<file path="config.mk">
export PLATFORM = sky130hd
export DESIGN_NAME = switch_post_sched
export DESIGN_NICKNAME = d
export VERILOG_FILES = /design/src/rtl/switch_pkg.sv /design/src/rtl/switch_rr_arb4.sv /design/src/rtl/switch_post_sched.sv
export SDC_FILE = /design/constraint.sdc
export NUM_CORES = 1
export LEC_CHECK = 0
export ABC_AREA = 0
export BUFFER_PORTS_ARGS = -buffer_cell sky130_fd_sc_hd__buf_2
export CAP_MARGIN = 20
export CORE_AREA = 2 2 135 137
export CTS_CLUSTER_DIAMETER = 60
export DETAILED_ROUTE_END_ITERATION = 8
export DIE_AREA = 0 0 137 139
export GPL_ROUTABILITY_DRIVEN = 1
export GPL_TIMING_DRIVEN = 0
export SYNTH_ARGS = -nofsm -noshare
export SYNTH_HDL_FRONTEND = slang
export SYNTH_SLANG_ARGS = --single-unit
</file>
<file path="constraint.sdc">
create_clock -name clk -period 3.5 [get_ports clk]
set_clock_uncertainty 0.15 [all_clocks]
set_input_delay 0.175 -clock clk [delete_from_list [all_inputs] [get_ports clk]]
set_output_delay 0.175 -clock clk [all_outputs]
set_load 0.05 [all_outputs]
</file>
<file path="src/rtl/switch_pkg.sv">
// Shared constants and FSM encoding for the switch output-cell schedulers.
package switch_pkg;
    localparam int NPORT      = 4;
    localparam int PTR_W      = 9;
    localparam int CELL_BEATS = 4;
    localparam int CELL_W     = 128;
    localparam int BEAT_W     = $clog2(CELL_BEATS);
    localparam int ADDR_W     = PTR_W + BEAT_W;
    localparam int PORT_W     = 2;

    typedef enum logic {
        ST_IDLE = 1'b0,
        ST_READ = 1'b1
    } state_e;
endpackage

</file>
<file path="src/rtl/switch_rr_arb4.sv">
// Combinational 4-way round-robin arbiter: searches upward from rr_last+1 (mod 4).
module switch_rr_arb4 (
    input  logic [3:0] req_i,
    input  logic [1:0] rr_last_i,
    output logic       grant_vld_o,
    output logic [3:0] grant_oh_o,
    output logic [1:0] grant_idx_o
);
    always_comb begin
        logic [1:0] idx;
        idx         = 2'd0;
        grant_vld_o = 1'b0;
        grant_oh_o  = 4'b0000;
        grant_idx_o = 2'd0;
        for (int i = 1; i <= 4; i++) begin
            idx = rr_last_i + 2'(i);
            if (!grant_vld_o && req_i[idx]) begin
                grant_vld_o      = 1'b1;
                grant_idx_o      = idx;
                grant_oh_o[idx]  = 1'b1;
            end
        end
    end
endmodule

</file>
<file path="src/rtl/switch_post_sched.sv">
// Output-cell scheduler: round-robin grants queue-manager descriptors, streams cell beats
// from the cell buffer to the post stage. Optional per-port stats: SWITCH_POST_SCHED_STATS_EN.
module switch_post_sched
    import switch_pkg::*;
(
    input  logic                   clk,
    input  logic                   rst,
    input  logic [NPORT-1:0]       qm_req,
    input  logic [NPORT*PTR_W-1:0] qm_ptr,
    input  logic [NPORT-1:0]       qm_sof,
    input  logic [NPORT-1:0]       qm_eof,
    output logic [NPORT-1:0]       qm_ack,
    output logic                   mem_rd,
    output logic [ADDR_W-1:0]      mem_addr,
    input  logic [CELL_W-1:0]      mem_dout,
    output logic                   o_cell_fifo_wr,
    output logic [NPORT-1:0]       o_cell_fifo_sel,
    output logic [CELL_W-1:0]      o_cell_fifo_din,
    output logic                   o_cell_first,
    output logic                   o_cell_last,
    input  logic [NPORT-1:0]       o_cell_bp,
    output logic                   cell_free,
    output logic [PTR_W-1:0]       cell_free_ptr,
`ifdef SWITCH_POST_SCHED_STATS_EN
    input  logic [1:0]             stat_sel,
    input  logic                   stat_clr,
    output logic [31:0]            stat_cells,
`endif
    output logic                   dbg_state_o
);
    state_e              state_q, state_d;
    logic [PORT_W-1:0]   rr_last_q, rr_last_d;
    logic [BEAT_W-1:0]   beat_q, beat_d;
    logic [PTR_W-1:0]    ptr_q, ptr_d;
    logic                sof_q, sof_d;
    logic                eof_q, eof_d;
    logic [PORT_W-1:0]   port_q, port_d;

    logic                wr_q, wr_d;
    logic [NPORT-1:0]    sel_q, sel_d;
    logic                first_q, first_d;
    logic                last_q, last_d;
    logic                free_q, free_d;
    logic [PTR_W-1:0]    free_ptr_q, free_ptr_d;

    logic [NPORT-1:0]    eligible;
    logic                grant_vld;
    logic [NPORT-1:0]    grant_oh;
    logic [PORT_W-1:0]   grant_idx;
    logic                final_beat;

    // Back-pressure only matters at arbitration; a started cell always runs to completion.
    assign eligible = qm_req & ~o_cell_bp;

    switch_rr_arb4 u_arb (
        .req_i       (eligible),
        .rr_last_i   (rr_last_q),
        .grant_vld_o (grant_vld),
        .grant_oh_o  (grant_oh),
        .grant_idx_o (grant_idx)
    );

    always_comb begin
        state_d   = state_q;
        rr_last_d = rr_last_q;
        beat_d    = beat_q;
        ptr_d     = ptr_q;
        sof_d     = sof_q;
        eof_d     = eof_q;
        port_d    = port_q;
        qm_ack    = '0;
        mem_rd    = 1'b0;
        mem_addr  = '0;
        case (state_q)
            ST_IDLE: begin
                // No grant while reset is held, so no descriptor is consumed and lost.
                if (grant_vld && !rst) begin
                    qm_ack    = grant_oh;
                    rr_last_d = grant_idx;
                    ptr_d     = qm_ptr[grant_idx*PTR_W +: PTR_W];
                    sof_d     = qm_sof[grant_idx];
                    eof_d     = qm_eof[grant_idx];
                    port_d    = grant_idx;
                    beat_d    = '0;
                    state_d   = ST_READ;
                end
            end
            ST_READ: begin
                mem_rd   = 1'b1;
                mem_addr = {ptr_q, beat_q};
                beat_d   = beat_q + 1'b1;
                if (beat_q == BEAT_W'(CELL_BEATS - 1)) begin
                    state_d = ST_IDLE;
                end
            end
            default: state_d = ST_IDLE;
        endcase
    end

    // Write-side controls trail the read by one cycle, aligned with mem_dout.
    assign final_beat = mem_rd && (beat_q == BEAT_W'(CELL_BEATS - 1));

    always_comb begin
        wr_d       = mem_rd;
        sel_d      = mem_rd ? NPORT'(1 << port_q) : '0;
        first_d    = mem_rd && sof_q && (beat_q == '0);
        last_d     = final_beat && eof_q;
        free_d     = final_beat;
        free_ptr_d = final_beat ? ptr_q : free_ptr_q;
    end

    always_ff @(posedge clk) begin
        if (rst) begin
            state_q    <= ST_IDLE;
            rr_last_q  <= 2'd3;
            beat_q     <= '0;
            ptr_q      <= '0;
            sof_q      <= 1'b0;
            eof_q      <= 1'b0;
            port_q     <= '0;
            wr_q       <= 1'b0;
            sel_q      <= '0;
            first_q    <= 1'b0;
            last_q     <= 1'b0;
            free_q     <= 1'b0;
            free_ptr_q <= '0;
        end else begin
            state_q    <= state_d;
            rr_last_q  <= rr_last_d;
            beat_q     <= beat_d;
            ptr_q      <= ptr_d;
            sof_q      <= sof_d;
            eof_q      <= eof_d;
            port_q     <= port_d;
            wr_q       <= wr_d;
            sel_q      <= sel_d;
            first_q    <= first_d;
            last_q     <= last_d;
            free_q     <= free_d;
            free_ptr_q <= free_ptr_d;
        end
    end

    assign o_cell_fifo_wr  = wr_q;
    assign o_cell_fifo_sel = sel_q;
    assign o_cell_fifo_din = wr_q ? mem_dout : '0;
    assign o_cell_first    = first_q;
    assign o_cell_last     = last_q;
    assign cell_free       = free_q;
    assign cell_free_ptr   = free_ptr_q;
    assign dbg_state_o     = state_q;

`ifdef SWITCH_POST_SCHED_STATS_EN
    logic [31:0] cnt_q [NPORT];
    logic [31:0] cnt_d [NPORT];
    logic [31:0] stat_q;

    // A cell counts on its final-beat write; clear takes precedence over that increment.
    always_comb begin
        for (int p = 0; p < NPORT; p++) begin
            cnt_d[p] = cnt_q[p];
            if (stat_clr) begin
                cnt_d[p] = '0;
            end else if (free_q && sel_q[p]) begin
                cnt_d[p] = cnt_q[p] + 32'd1;
            end
        end
    end

    always_ff @(posedge clk) begin
        if (rst) begin
            for (int p = 0; p < NPORT; p++) begin
                cnt_q[p] <= '0;
            end
            stat_q <= '0;
        end else begin
            for (int p = 0; p < NPORT; p++) begin
                cnt_q[p] <= cnt_d[p];
            end
            stat_q <= cnt_q[stat_sel];
        end
    end

    assign stat_cells = stat_q;
`endif
endmodule

</file>
==> metrics.md, run 1 <==
| Metric | Value |
|---|---|
| Status | finished clean |
| Die W | 137 microns |
| CP required | 3.17 ns |
| Cell Area, Synth | roughly 3200 sq um |
| Worst Hold Slack | 0.07825 ns |
| Number of flops mapped to enable cells by yosys | 0 |
| Avg Inst Size Synth | 7.936 sq um |
| GRT Total Usage | 0.1940 |
| GPL Wtd Cong | about 0.86 |
| R2r startpoint | rr_last_q[1] |
| Vias in the first global route | 4157 |
| Initial antenna violation count | 7 |
| Family with the most delay on the worst path | buffers and inverters |
| Area of the core | 17660 sq um |
| Cell Count, Final, Fillers Out | 985 |
| Post-Route WL | 19680 microns |
| Post-DP HPWL | 17340 microns |
| Hold EP | sof_q |
| Peak supply drop | 0.2289 mV |
| Clock H-tree levels | 2 |
| Clock Path Buffers | 2 |
| Area share of fa/ha/maj cells after synthesis | 0.03942 |
| Comb pwr share | 0.528 |
| Met1 wire length | 7711 microns |
| CTS tree | done |
| CP Capture Type | output pin |
| DRC viols | 0 |
| Ys Warns | 0 |
| Worst setup SP type | register |
| Post-DRT Antenna Nets | 0 |
| Ys flop type | dfxtp_1 |
| Most frequent CP cell | buf_2 |
| Worst setup path category | reg2out |
| Row count | between 40 and 50 |
| Top routing layer in use | met5 |
| Share of cells above drive strength 1 | 0.4920 |
| Clock sink total | 35 |
| NetSw | 0.0008527 W |
| Asr flop ratio synth | 0 |
| Die Span Y | 139 microns |
| Final worst path period need | about 3.3 ns |
| Drt via density | 4.418 |
| Endpoints failing hold | 0 |
| Mux share of post-synthesis cell area | 0.1376 |
| Delay of the slowest cell on the worst path | 0.44 ns |
| Worst reg2reg setup slack | between 0.2 and 0.3 ns |
| Max_cap viols | 0 |
| Starting Density | 0.1798 |
| DRT Pass-1 Iters | 5 |
| Die area | about 19000 sq um |
| Power density over the cells | 357.0 nW/um^2 |
| Int Pwr | ~0.0011 W |
| Worst-Skew Late Latency | 0.28 ns |
| Placed cell count | roughly 970 |
| # IOs | roughly 340 |
| Reg-to-Reg End | ptr_q[6] |
| Setup total negative slack | 0 ns |
| DRT iter0 DRCs | 196 |
| Hold_sp | qm_sof[1] |
| Crit path buf inv count | 3 |
| Final Cycle Share | 0.9419 |
| Root cell of the clock tree | clkbuf_16 |
| Net Count, Synth | 592 |
| Met3 Wirelength | 2218 microns |
| Syn Inst Count | 400 |
| Yosys cell types | 48 |
| Pins over their slew limit | 0 |
| Worst Tran Pin Value | 0.9176 ns |
| Register bit total from synthesis | 35 |
| Max_slew headroom | 0.3835 |
| Wirelength per Cell | around 20 microns |
| Hold path depth | 3 |
| Synth Area in XOR/XNOR | 0.002759 |
| Final net count | 943 |
| Sw frac | 0.4462 |
| Clock Power Share | 0.225 |
| Crit path arrival time | 2.97 ns |
| Gr ovfl total | 0 |
| WL met2 | 9417 microns |
| Clk slew on worst S/H paths | 0.06 ns |
| Slowest CP cell | or3_1 |
| Combinational family with the most area after synthesis | simple AND/OR/NAND/NOR gates |
| Post-synthesis compound-gate area fraction | 0.1336 |
| Simple-gate portion of the synthesized area | 0.4174 |
| Hold Crit Class | in2reg |
| First-pass GRT wire length | 26960 microns |
| Worst Path Max Fanout | 10 |
| Crit-path cells | buf_2 > inv_1 > ha_1 > or3_1 > a311oi_4 > a222oi_1 > a21oi_1 > buf_2 |
| Lkg Pwr | 3.001 nW |
| Register area share after synthesis | 0.2207 |
| Sequential share of power | 0.247 |
| Port bufs | around 340 |
| Routed via count | 4352 |
| Fmax | 0.3033 GHz |
| Worst reg-to-reg path cell count | 10 |
| Synth-to-Final Area Change | 68.66% |
| CTS Buf Count | 5 |
| Pin count of the biggest net entering global routing | 12 |
| Final setup viols | 0 |
==> worst max-delay path by stage <==
stage	startpoint	end	slack (ns)	cells past startpoint
detailed placement	rr_last_q[1]	ptr_q[6]	0.26	10
CTS	rr_last_q[1]	qm_ack[2]	0.02	8
finish	rr_last_q[1]	qm_ack[0]	0.20	8
floorplan	rr_last_q[1]	qm_ack[0]	0.35	7
global route	rr_last_q[1]	qm_ack[2]	-0.007	9
global placement	rr_last_q[1]	ptr_q[6]	0.29	10
==> metal layers <==
metal / up-vias / track usage
li1: 2068 / -
met1: 2022 / 0.2278
met2: 236 / 0.3310
met3: 20 / 0.07931
met4: 6 / 0.03744
met5: - / 0
==> cells in the final DEF (no fill, tap or decap), drive strengths merged, types with 2 or more instances in the layout <==
cell	n
nand2b	5
a21oi	18
and3	4
diode	4
nand3	3
mux2	7
a2bb2oi	4
o22ai	7
o221ai	4
nor3	5
nor2b	13
mux2i	30
o21ai	4
dfxtp	35
nor2	12
a311oi	3
clkbuf	28
a211oi	2
nor4	2
a221oi	7
and2	142
nand2	33
mux4	2
buf	350
ha	10
inv	4
a222oi	4
==> metrics by stage <==
step                worst slack, ns    util  power [W]  instance area [sq um]
CTS                         0.02223  0.3012   0.001917                   5319
global route              -0.006603  0.3027   0.002006                   5344
floorplan                    0.3492       -   0.001165                   3174
global placement             0.2855  0.2932   0.001478                   5177
finish                       0.2033  0.3032   0.001911                   5354
detailed placement           0.2620  0.2932   0.001481                   5177
==> synthesized netlist by cell type (3+ instances only) <==
cell | count | share of area
a21oi_1 | 18 | 0.028
a221oi_1 | 7 | 0.019
a222oi_1 | 4 | 0.013
a2bb2oi_1 | 4 | 0.011
a311oi_1 | 3 | 0.0083
and2_1 | 142 | 0.28
and3_1 | 4 | 0.0079
clkbuf_1 | 21 | 0.025
dfxtp_1 | 35 | 0.22
ha_1 | 10 | 0.039
inv_1 | 4 | 0.0047
mux2_1 | 5 | 0.018
mux2i_1 | 29 | 0.091
nand2_1 | 33 | 0.039
nand2b_1 | 4 | 0.0079
nand3_1 | 3 | 0.0047
nor2_1 | 12 | 0.014
nor2b_1 | 9 | 0.018
nor2b_4 | 4 | 0.017
nor3_1 | 5 | 0.0079
o21ai_0 | 3 | 0.0047
o221ai_1 | 4 | 0.011
o22ai_1 | 7 | 0.014
==> power by group through the flow <==
stage | Sequential [W] | Combinational [W] | Clock (W)
final | 0.000472 | 0.00101 | 0.000430
after global routing | 0.000475 | 0.00107 | 0.000455
after CTS | 0.000472 | 0.00100 | 0.000440
after detailed placement | 0.000480 | 0.00100 | 0
after global placement | 0.000481 | 0.000996 | 0
after floorplan | 0.000477 | 0.000688 | 0
==> what timing repair did <==
item | in CTS | in global routing
resized for setup | 0 | 3
hold buffers | 0 | 0
setup buffers | 0 | 0
setup endpoints to repair | 0 | 4
hold endpoints to repair | 0 | 0
==> logic make-up after synthesis <==
logic type,after synthesis
AND/OR/NAND/NOR,225
AO/OA/AOI/OAI,58
adder cells (fa/ha/maj),10
flip-flops,35
multiplexers,39
XOR/XNOR,1
buffers and inverters,32
==> worst min-delay path, delay by kind of cell <==
kind	cells	cell delay [ns]
muxes	1	0.06
AOI/OAI and AO/OA	1	0.15
buffers and inverters	1	0.09
==> layout make-up <==
| class | instances | area [sq um] |
|---|---|---|
| repair buffers | 344 | 1724 |
| inverters | 4 | 15.01 |
| plain buffers | 28 | 138.9 |
| diodes | 4 | 10.01 |
| fillers | 1944 | 12300 |
| clock buffers | 6 | 128.9 |
| well taps | 229 | 286.5 |
| flip-flops and latches | 35 | 700.7 |
| multi-input cells | 333 | 2337 |
| clock inverters | 2 | 12.51 |
==> sequential cells by signal, summed over array words and instances, names as in the netlist <==
signal,cells
cell_free_ptr,9
ptr_q,9
o_cell_fifo_sel,4
beat_q,2
port_q,2
rr_last_q,2
cell_free,1
dbg_state_o,1
eof_q,1
o_cell_fifo_wr,1
o_cell_first,1
o_cell_last,1
sof_q,1
Note: power is estimated with default switching activity, not from simulation.
==> inputs of run 2 (changes only) <==
--- a/config.mk
+++ b/config.mk
@@ -13,7 +13,7 @@
 export DETAILED_ROUTE_END_ITERATION = 8
 export DIE_AREA = 0 0 137 139
 export GPL_ROUTABILITY_DRIVEN = 1
-export GPL_TIMING_DRIVEN = 0
+export PLACE_DENSITY = 0.48
 export SYNTH_ARGS = -nofsm -noshare
 export SYNTH_HDL_FRONTEND = slang
 export SYNTH_SLANG_ARGS = --single-unit
==> run 2 against run 1 <==
Flip-flop and latch count unchanged. Cell count down 1.9%. Routed wire length shrank 6.7%. Combinational power shrank 5%. Global-route usage decreased by 1.5 points. Maximum frequency rose by 7.2%. Via count down 4.8%. Power decreased by 0.90%. Register-to-register slack improved by 0.42 ns. First-iteration DRC count up 13%. Hold slack lost 0.0069 ns. Design area shrank 1.7%. Critical path type unchanged. Critical endpoint is now qm_ack[2]. Largest cell class unchanged. Highest routed layer unchanged.
==> metrics.md, run 2 (synthesized netlist as in run 1, its figures left out) <==
| Metric | Value |
|---|---|
| Worst-Skew Late Latency | 0.28 ns (about the same) |
| Clk slew on worst S/H paths | 0.06 ns (about the same) |
| Post-DP HPWL | 15410 microns (was 17340 microns) |
| Worst Hold Slack | 0.07131 ns (was 0.07825 ns) |
| NetSw | 0.0008330 W (was 0.0008527 W) |
| Wirelength per Cell | 19.01 microns (was 19.98 microns) |
| CP required | 3.17 ns (about the same) |
| Post_cts resized | 0 (unchanged) |
| Share of cells above drive strength 1 | 0.5075 (was 0.4920) |
| Die W | 137 microns (unchanged) |
| Hold_sp | qm_ptr[26] (was qm_sof[1]) |
| Final instance area | 5265 sq um (was 5354 sq um) |
| Dpl cell area | 5102 sq um (was 5177 sq um) |
| CP Capture Type | output pin (unchanged) |
| Lkg Pwr | 2.982 nW (was 3.001 nW) |
| GRT Total Usage | 0.1793 (was 0.1940) |
| Pin count of the biggest net entering global routing | 130 (was 12) |
| Clock H-tree levels | 2 (unchanged) |
| Root cell of the clock tree | clkbuf_16 (unchanged) |
| Vias in the first global route | 3997 (was 4157) |
| CTS Hold Buffers Added | 0 (unchanged) |
| Clock sink total | 35 (unchanged) |
| Gr ovfl total | 0 (unchanged) |
| Family with the most delay on the worst path | compound AO/OA/AOI/OAI gates (was buffers and inverters) |
| Worst reg2reg setup slack | 0.68 ns (was 0.26 ns) |
| Worst setup SP type | register (unchanged) |
| Pins over their slew limit | 0 (unchanged) |
| Final net count | 922 (was 943) |
| Max_slew headroom | 0.2520 (was 0.3835) |
| Final setup viols | 0 (unchanged) |
| Clock Power Share | 0.239 (was 0.225) |
| Initial antenna violation count | 9 (was 7) |
| Worst setup path category | reg2out (unchanged) |
| Delay of the slowest cell on the worst path | 0.51 ns (was 0.44 ns) |
| Clock Path Buffers | 2 (unchanged) |
| Drt via density | 4.291 (was 4.418) |
| Die area | 19040 sq um (unchanged) |
| Status | finished clean (unchanged) |
| Final core occ | 0.2982 (was 0.3032) |
| Routed via count | 4145 (was 4352) |
| DRT Pass-1 Iters | 5 (unchanged) |
| Crit path arrival time | 2.75 ns (was 2.97 ns) |
| Post-DRT Antenna Nets | 0 (unchanged) |
| Worst Path Max Fanout | 9 (was 10) |
| Synth-to-Final Area Change | 65.87% (was 68.66%) |
| First-pass GRT wire length | 25620 microns (was 26960 microns) |
| Sw frac | 0.4398 (was 0.4462) |
| Post-Route WL | 18370 microns (was 19680 microns) |
| Post-CTS Setup Inserts | 0 (unchanged) |
| Power density over the cells | 359.7 nW/um^2 (was 357.0 nW/um^2) |
| Endpoints failing hold | 0 (unchanged) |
| Area of the core | 17660 sq um (unchanged) |
| Starting Density | 0.1798 (unchanged) |
| Peak supply drop | 0.1745 mV (was 0.2289 mV) |
| Reg-to-Reg End | eof_q (was ptr_q[6]) |
| Row count | 49 (unchanged) |
| RSZ-0062 raised after global routing | no |
| Hold EP | ptr_q[8] (was sof_q) |
| Worst Tran Pin Value | 1.114 ns (was 0.9176 ns) |
| Die Span Y | 139 microns (unchanged) |
| Sequential share of power | 0.255 (was 0.247) |
| R2r startpoint | rr_last_q[0] (was rr_last_q[1]) |
| GPL Wtd Cong | 0.8488 (was 0.8572) |
| Port bufs | 343 (unchanged) |
| Final worst path period need | 3.076 ns (was 3.297 ns) |
| Hold path depth | 3 (unchanged) |
| Comb pwr share | 0.505 (was 0.528) |
| Max_cap viols | 0 (unchanged) |
| # IOs | 344 (unchanged) |
| DRC viols | 0 (unchanged) |
| CTS Buf Count | 5 (unchanged) |
| Crit-path cells | inv_1 > buf_4 > ha_1 > or3_1 > a311oi_1 > a222oi_1 > a21oi_1 > buf_2 (was buf_2 > inv_1 > ha_1 > or3_1 > a311oi_4 > a222oi_1 > a21oi_1 > buf_2) |
| Int Pwr | 0.001061 W (was 0.001059 W) |
| Commonest non-fill, non-tap cell in the layout | buf_2 (unchanged) |
| Fmax | 0.3251 GHz (was 0.3033 GHz) |
| Worst reg-to-reg path cell count | 10 (unchanged) |
| DRT iter0 DRCs | 222 (was 196) |
| Commonest non-fill, non-tap cells in the layout | buf_2, and2_1, dfxtp_1 (unchanged) |
| Setup total negative slack | 0 ns (unchanged) |
| Hold Crit Class | in2reg (unchanged) |
| Crit path buf inv count | 3 (unchanged) |
| CTS tree | done (unchanged) |
| Slowest CP cell | a311oi_1 (was or3_1) |
| Final Cycle Share | 0.8788 (was 0.9419) |
[run 2: cell types whose count changed in the layout (fill, tap and decap cells not counted), moves of 2 or more]
cell	before	now
buf_4	2	8
buf_2	345	343
clkbuf_1	22	1
diode_2	4	6
[run 2: per-stage QoR]
| step | total power, W | cells | setup WS, ns |
|---|---|---|---|
| after detailed placement | 0.001452 | 952 | 0.7084 |
| final | 0.001894 | 966 | 0.4242 |
| after floorplan | 0.001165 | 400 | 0.3492 |
| after global placement | 0.001453 | 952 | 0.7663 |
| after CTS | 0.001913 | 960 | 0.4391 |
| after global routing | 0.001991 | 960 | 0.2175 |
[run 2: how the worst max path moves through the flow]
stage | endpoint | cells past startpoint | from
global route | qm_ack[1] | 8 | rr_last_q[0]
finish | qm_ack[2] | 8 | rr_last_q[0]
global placement | ptr_q[7] | 10 | rr_last_q[0]
detailed placement | ptr_q[5] | 10 | rr_last_q[0]
CTS | qm_ack[1] | 8 | rr_last_q[0]
floorplan | qm_ack[0] | 7 | rr_last_q[1]
[run 2: cell type report]
| cell class | count | area, sq um |
|---|---|---|
| fill | 2007 | 12390 |
| sequential | 35 | 704.4 |
| timing repair buffer | 351 | 1777 |
| tap | 229 | 286.5 |
| antenna | 6 | 15.01 |
| clock buffer | 7 | 142.6 |
| clock inverter | 1 | 5.005 |
| inverter | 4 | 15.01 |
| multi-input combinational | 333 | 2320 |
[run 2: power by group through the flow]
stage                     Sequential, W  Clock [W]  Combinational (W)
after floorplan                0.000477          0           0.000688
after global placement         0.000494          0           0.000959
after detailed placement       0.000493          0           0.000959
after CTS                      0.000485   0.000465           0.000964
after global routing           0.000490   0.000479            0.00102
final                          0.000484   0.000453           0.000957
[run 2: per-layer routing]
metal | wire length (microns) | up-vias | global-route usage
li1 | - | 2032 | -
met1 | 7804 | 1890 | 0.2230
met2 | 8635 | 201 | 0.3019
met3 | 1719 | 16 | 0.06287
met4 | 172 | 6 | 0.02767
met5 | 33 | - | 0
[run 2: worst register-to-register path, cell delays in order, from the launching register on]
cell and delay, ns:
dfxtp_1 0.32, inv_1 0.04, buf_4 0.16, ha_1 0.43, mux4_2 0.42, nor2b_4 0.26
a211oi_4 0.07, buf_4 0.23, mux2_1 0.33, o22ai_1 0.16, a221oi_1 0.07
==> inputs of run 3 (changes only) <==
--- a/config.mk
+++ b/config.mk
@@ -6,7 +6,7 @@
 export NUM_CORES = 1
 export LEC_CHECK = 0
 export ABC_AREA = 0
-export BUFFER_PORTS_ARGS = -buffer_cell sky130_fd_sc_hd__buf_2
+export BUFFER_PORTS_ARGS = -buffer_cell sky130_fd_sc_hd__buf_4
 export CAP_MARGIN = 20
 export CORE_AREA = 2 2 135 137
 export CTS_CLUSTER_DIAMETER = 60
==> run 3 against run 2 <==
Clock power shrank 4%. Via count grew 3.2%. Power grew 5.0%. Count of clock-buffer cells in the layout shrank 2.
==> metrics.md, run 3 (synthesized netlist as in run 1, its figures left out) <==
| Metric | Value |
|---|---|
| Status | finished clean (unchanged) |
| Max_cap viols | 0 (unchanged) |
| Commonest non-fill, non-tap cell in the layout | buf_4 (was buf_2) |
| Power density over the cells | 325.9 nW/um^2 (was 359.7 nW/um^2) |
| Hold Crit Class | in2reg (unchanged) |
| Die area | 19040 sq um (unchanged) |
| Hold_sp | qm_sof[1] (was qm_ptr[26]) |
| Int Pwr | 0.001139 W (was 0.001061 W) |
| Worst Tran Pin Value | 0.9506 ns (was 1.114 ns) |
| Comb pwr share | 0.548 (was 0.505) |
| Clock sink total | 35 (unchanged) |
| Drt via density | 4.446 (was 4.291) |
| Post-DP HPWL | 16200 microns (was 15410 microns) |
| Synth-to-Final Area Change | 92.27% (was 65.87%) |
| Clock H-tree levels | 2 (unchanged) |
| Post-DRT Antenna Nets | 0 (unchanged) |
| First-pass GRT wire length | 27650 microns (was 25620 microns) |
| Worst setup path category | reg2out (unchanged) |
| Worst Path Max Fanout | 9 (unchanged) |
| Setup total negative slack | 0 ns (unchanged) |
| Final Cycle Share | 0.8585 (was 0.8788) |
| Starting Density | 0.1798 (unchanged) |
| Hold path depth | 3 (unchanged) |
| CTS Buf Count | 5 (unchanged) |
| DRT Pass-1 Iters | 4 (was 5) |
| Dpl cell area | 5958 sq um (was 5102 sq um) |
| Clk slew on worst S/H paths | 0.06 ns (about the same) |
| Post-CTS Setup Inserts | 0 (unchanged) |
| Commonest non-fill, non-tap cells in the layout | buf_4, and2_1, dfxtp_1 (was buf_2, and2_1, dfxtp_1) |
| Fmax | 0.3328 GHz (was 0.3251 GHz) |
| NetSw | 0.0008498 W (was 0.0008330 W) |
| DRC viols | 0 (unchanged) |
| Post-Route WL | 19460 microns (was 18370 microns) |
| Port bufs | 343 (unchanged) |
| Area of the core | 17660 sq um (unchanged) |
| Post_cts resized | 0 (unchanged) |
| CTS Hold Buffers Added | 0 (unchanged) |
| Crit path arrival time | 2.68 ns (was 2.75 ns) |
| Clock Power Share | 0.218 (was 0.239) |
| Pins over their slew limit | 0 (unchanged) |
| Pin count of the biggest net entering global routing | 130 (unchanged) |
| Die W | 137 microns (unchanged) |
| Endpoints failing hold | 0 (unchanged) |
| Sw frac | 0.4272 (was 0.4398) |
| Worst-Skew Late Latency | 0.28 ns (about the same) |
| DRT iter0 DRCs | 267 (was 222) |
| Share of cells above drive strength 1 | 0.5089 (was 0.5075) |
| Gr ovfl total | 0 (unchanged) |
| Sequential share of power | 0.234 (was 0.255) |
| Root cell of the clock tree | clkbuf_16 (unchanged) |
| Hold EP | sof_q (was ptr_q[8]) |
| GPL Wtd Cong | 0.9316 (was 0.8488) |
| R2r startpoint | rr_last_q[0] (unchanged) |
| CTS tree | done (unchanged) |
| Fillers | 1886 (was 2007) |
| Peak supply drop | 0.1613 mV (was 0.1745 mV) |
| Worst reg2reg setup slack | 0.68 ns (about the same) |
| Row count | 49 (unchanged) |
| GRT Total Usage | 0.1900 (was 0.1793) |
| Reg-to-Reg End | ptr_q[1] (was eof_q) |
| Clock Path Buffers | 2 (unchanged) |
| Final setup viols | 0 (unchanged) |
| Vias in the first global route | 4434 (was 3997) |
| CP required | 3.17 ns (about the same) |
| CP Capture Type | output pin (unchanged) |
| RSZ-0062 raised after global routing | no (unchanged) |
| Worst reg-to-reg path cell count | 9 (was 10) |
| Max_slew headroom | 0.3663 (was 0.2520) |
| Final net count | 922 (unchanged) |
| Final worst path period need | 3.005 ns (was 3.076 ns) |
| # IOs | 344 (unchanged) |
| Final instance area | 6103 sq um (was 5265 sq um) |
| Lkg Pwr | 3.147 nW (was 2.982 nW) |
| Worst setup SP type | register (unchanged) |
| Wirelength per Cell | 20.23 microns (was 19.01 microns) |
| Initial antenna violation count | 2 (was 9) |
| Die Span Y | 139 microns (unchanged) |
| Routed via count | 4277 (was 4145) |
[run 3: cell count changes in the layout (fill, tap and decap cells not counted)]
cell / before / now
buf_4: 8 / 351
diode_2: 6 / 2
clkbuf_1: 1 / 0
clkinv_2: 1 / 3
dfxtp_4: 1 / 0
clkbuf_8: 1 / 0
buf_2: 343 / 0
dfxtp_2: 0 / 1
[run 3: power groups by stage]
stage | Clock, W | Combinational, W | Sequential [W]
floorplan | 0 | 0.000688 | 0.000477
global placement | 0 | 0.00108 | 0.000476
detailed placement | 0 | 0.00109 | 0.000475
CTS | 0.000444 | 0.00110 | 0.000467
global route | 0.000467 | 0.00115 | 0.000470
finish | 0.000434 | 0.00109 | 0.000465
[run 3: layout make-up]
| cell class | count | area, sq um | share of cell area |
|---|---|---|---|
| Tap cell | 229 | 286.5 | 0.04695 |
| Clock inverter | 3 | 15.01 | 0.002460 |
| Multi-Input combinational cell | 333 | 2320 | 0.3801 |
| Antenna cell | 2 | 5.005 | 0.0008200 |
| Timing Repair Buffer | 351 | 2635 | 0.4317 |
| Sequential cell | 35 | 701.9 | 0.1150 |
| Inverter | 4 | 15.01 | 0.002460 |
| Clock buffer | 5 | 125.1 | 0.02050 |
[run 3: worst max path at each step]
stage	startpoint	to	slack, ns	depth (start not counted)
6_report	rr_last_q[0]	qm_ack[2]	0.50	7
5_1_grt	rr_last_q[0]	qm_ack[2]	0.32	7
4_1_cts	rr_last_q[0]	qm_ack[2]	0.49	7
3_5_place_dp	rr_last_q[0]	ptr_q[1]	0.66	9
3_3_place_gp	rr_last_q[0]	ptr_q[7]	0.85	9
2_1_floorplan	rr_last_q[1]	qm_ack[0]	0.35	7
[run 3: through the flow]
step | cells | hold slack [ns] | utilization | power, W | worst slack (ns)
finish | 962 | 0.07151 | 0.3457 | 0.001989 | 0.4952
global route | 960 | 0.08454 | 0.3454 | 0.002091 | 0.3232
CTS | 960 | 0.07303 | 0.3454 | 0.002009 | 0.4916
detailed placement | 952 | 0.3021 | 0.3374 | 0.001569 | 0.6625
global placement | 952 | 0.2977 | 0.3374 | 0.001551 | 0.8524
floorplan | 400 | 0.2246 | - | 0.001165 | 0.3492
[run 3: per-layer routing]
| metal | global-route usage | share of wire |
|---|---|---|
| met2 | 0.3218 | 0.47 |
| met5 | 0 | 0 |
| met1 | 0.2401 | 0.42 |
| met4 | 0.03418 | 0.013 |
| met3 | 0.05482 | 0.089 |
[run 3: critical path, cell delays in order (launching register included)]
cell and delay (ns):
dfxtp_1 0.31, inv_1 0.24, ha_1 0.37, or3_1 0.39, a311oi_1 0.50, a222oi_1 0.22, a21oi_1 0.15, buf_4 0.21
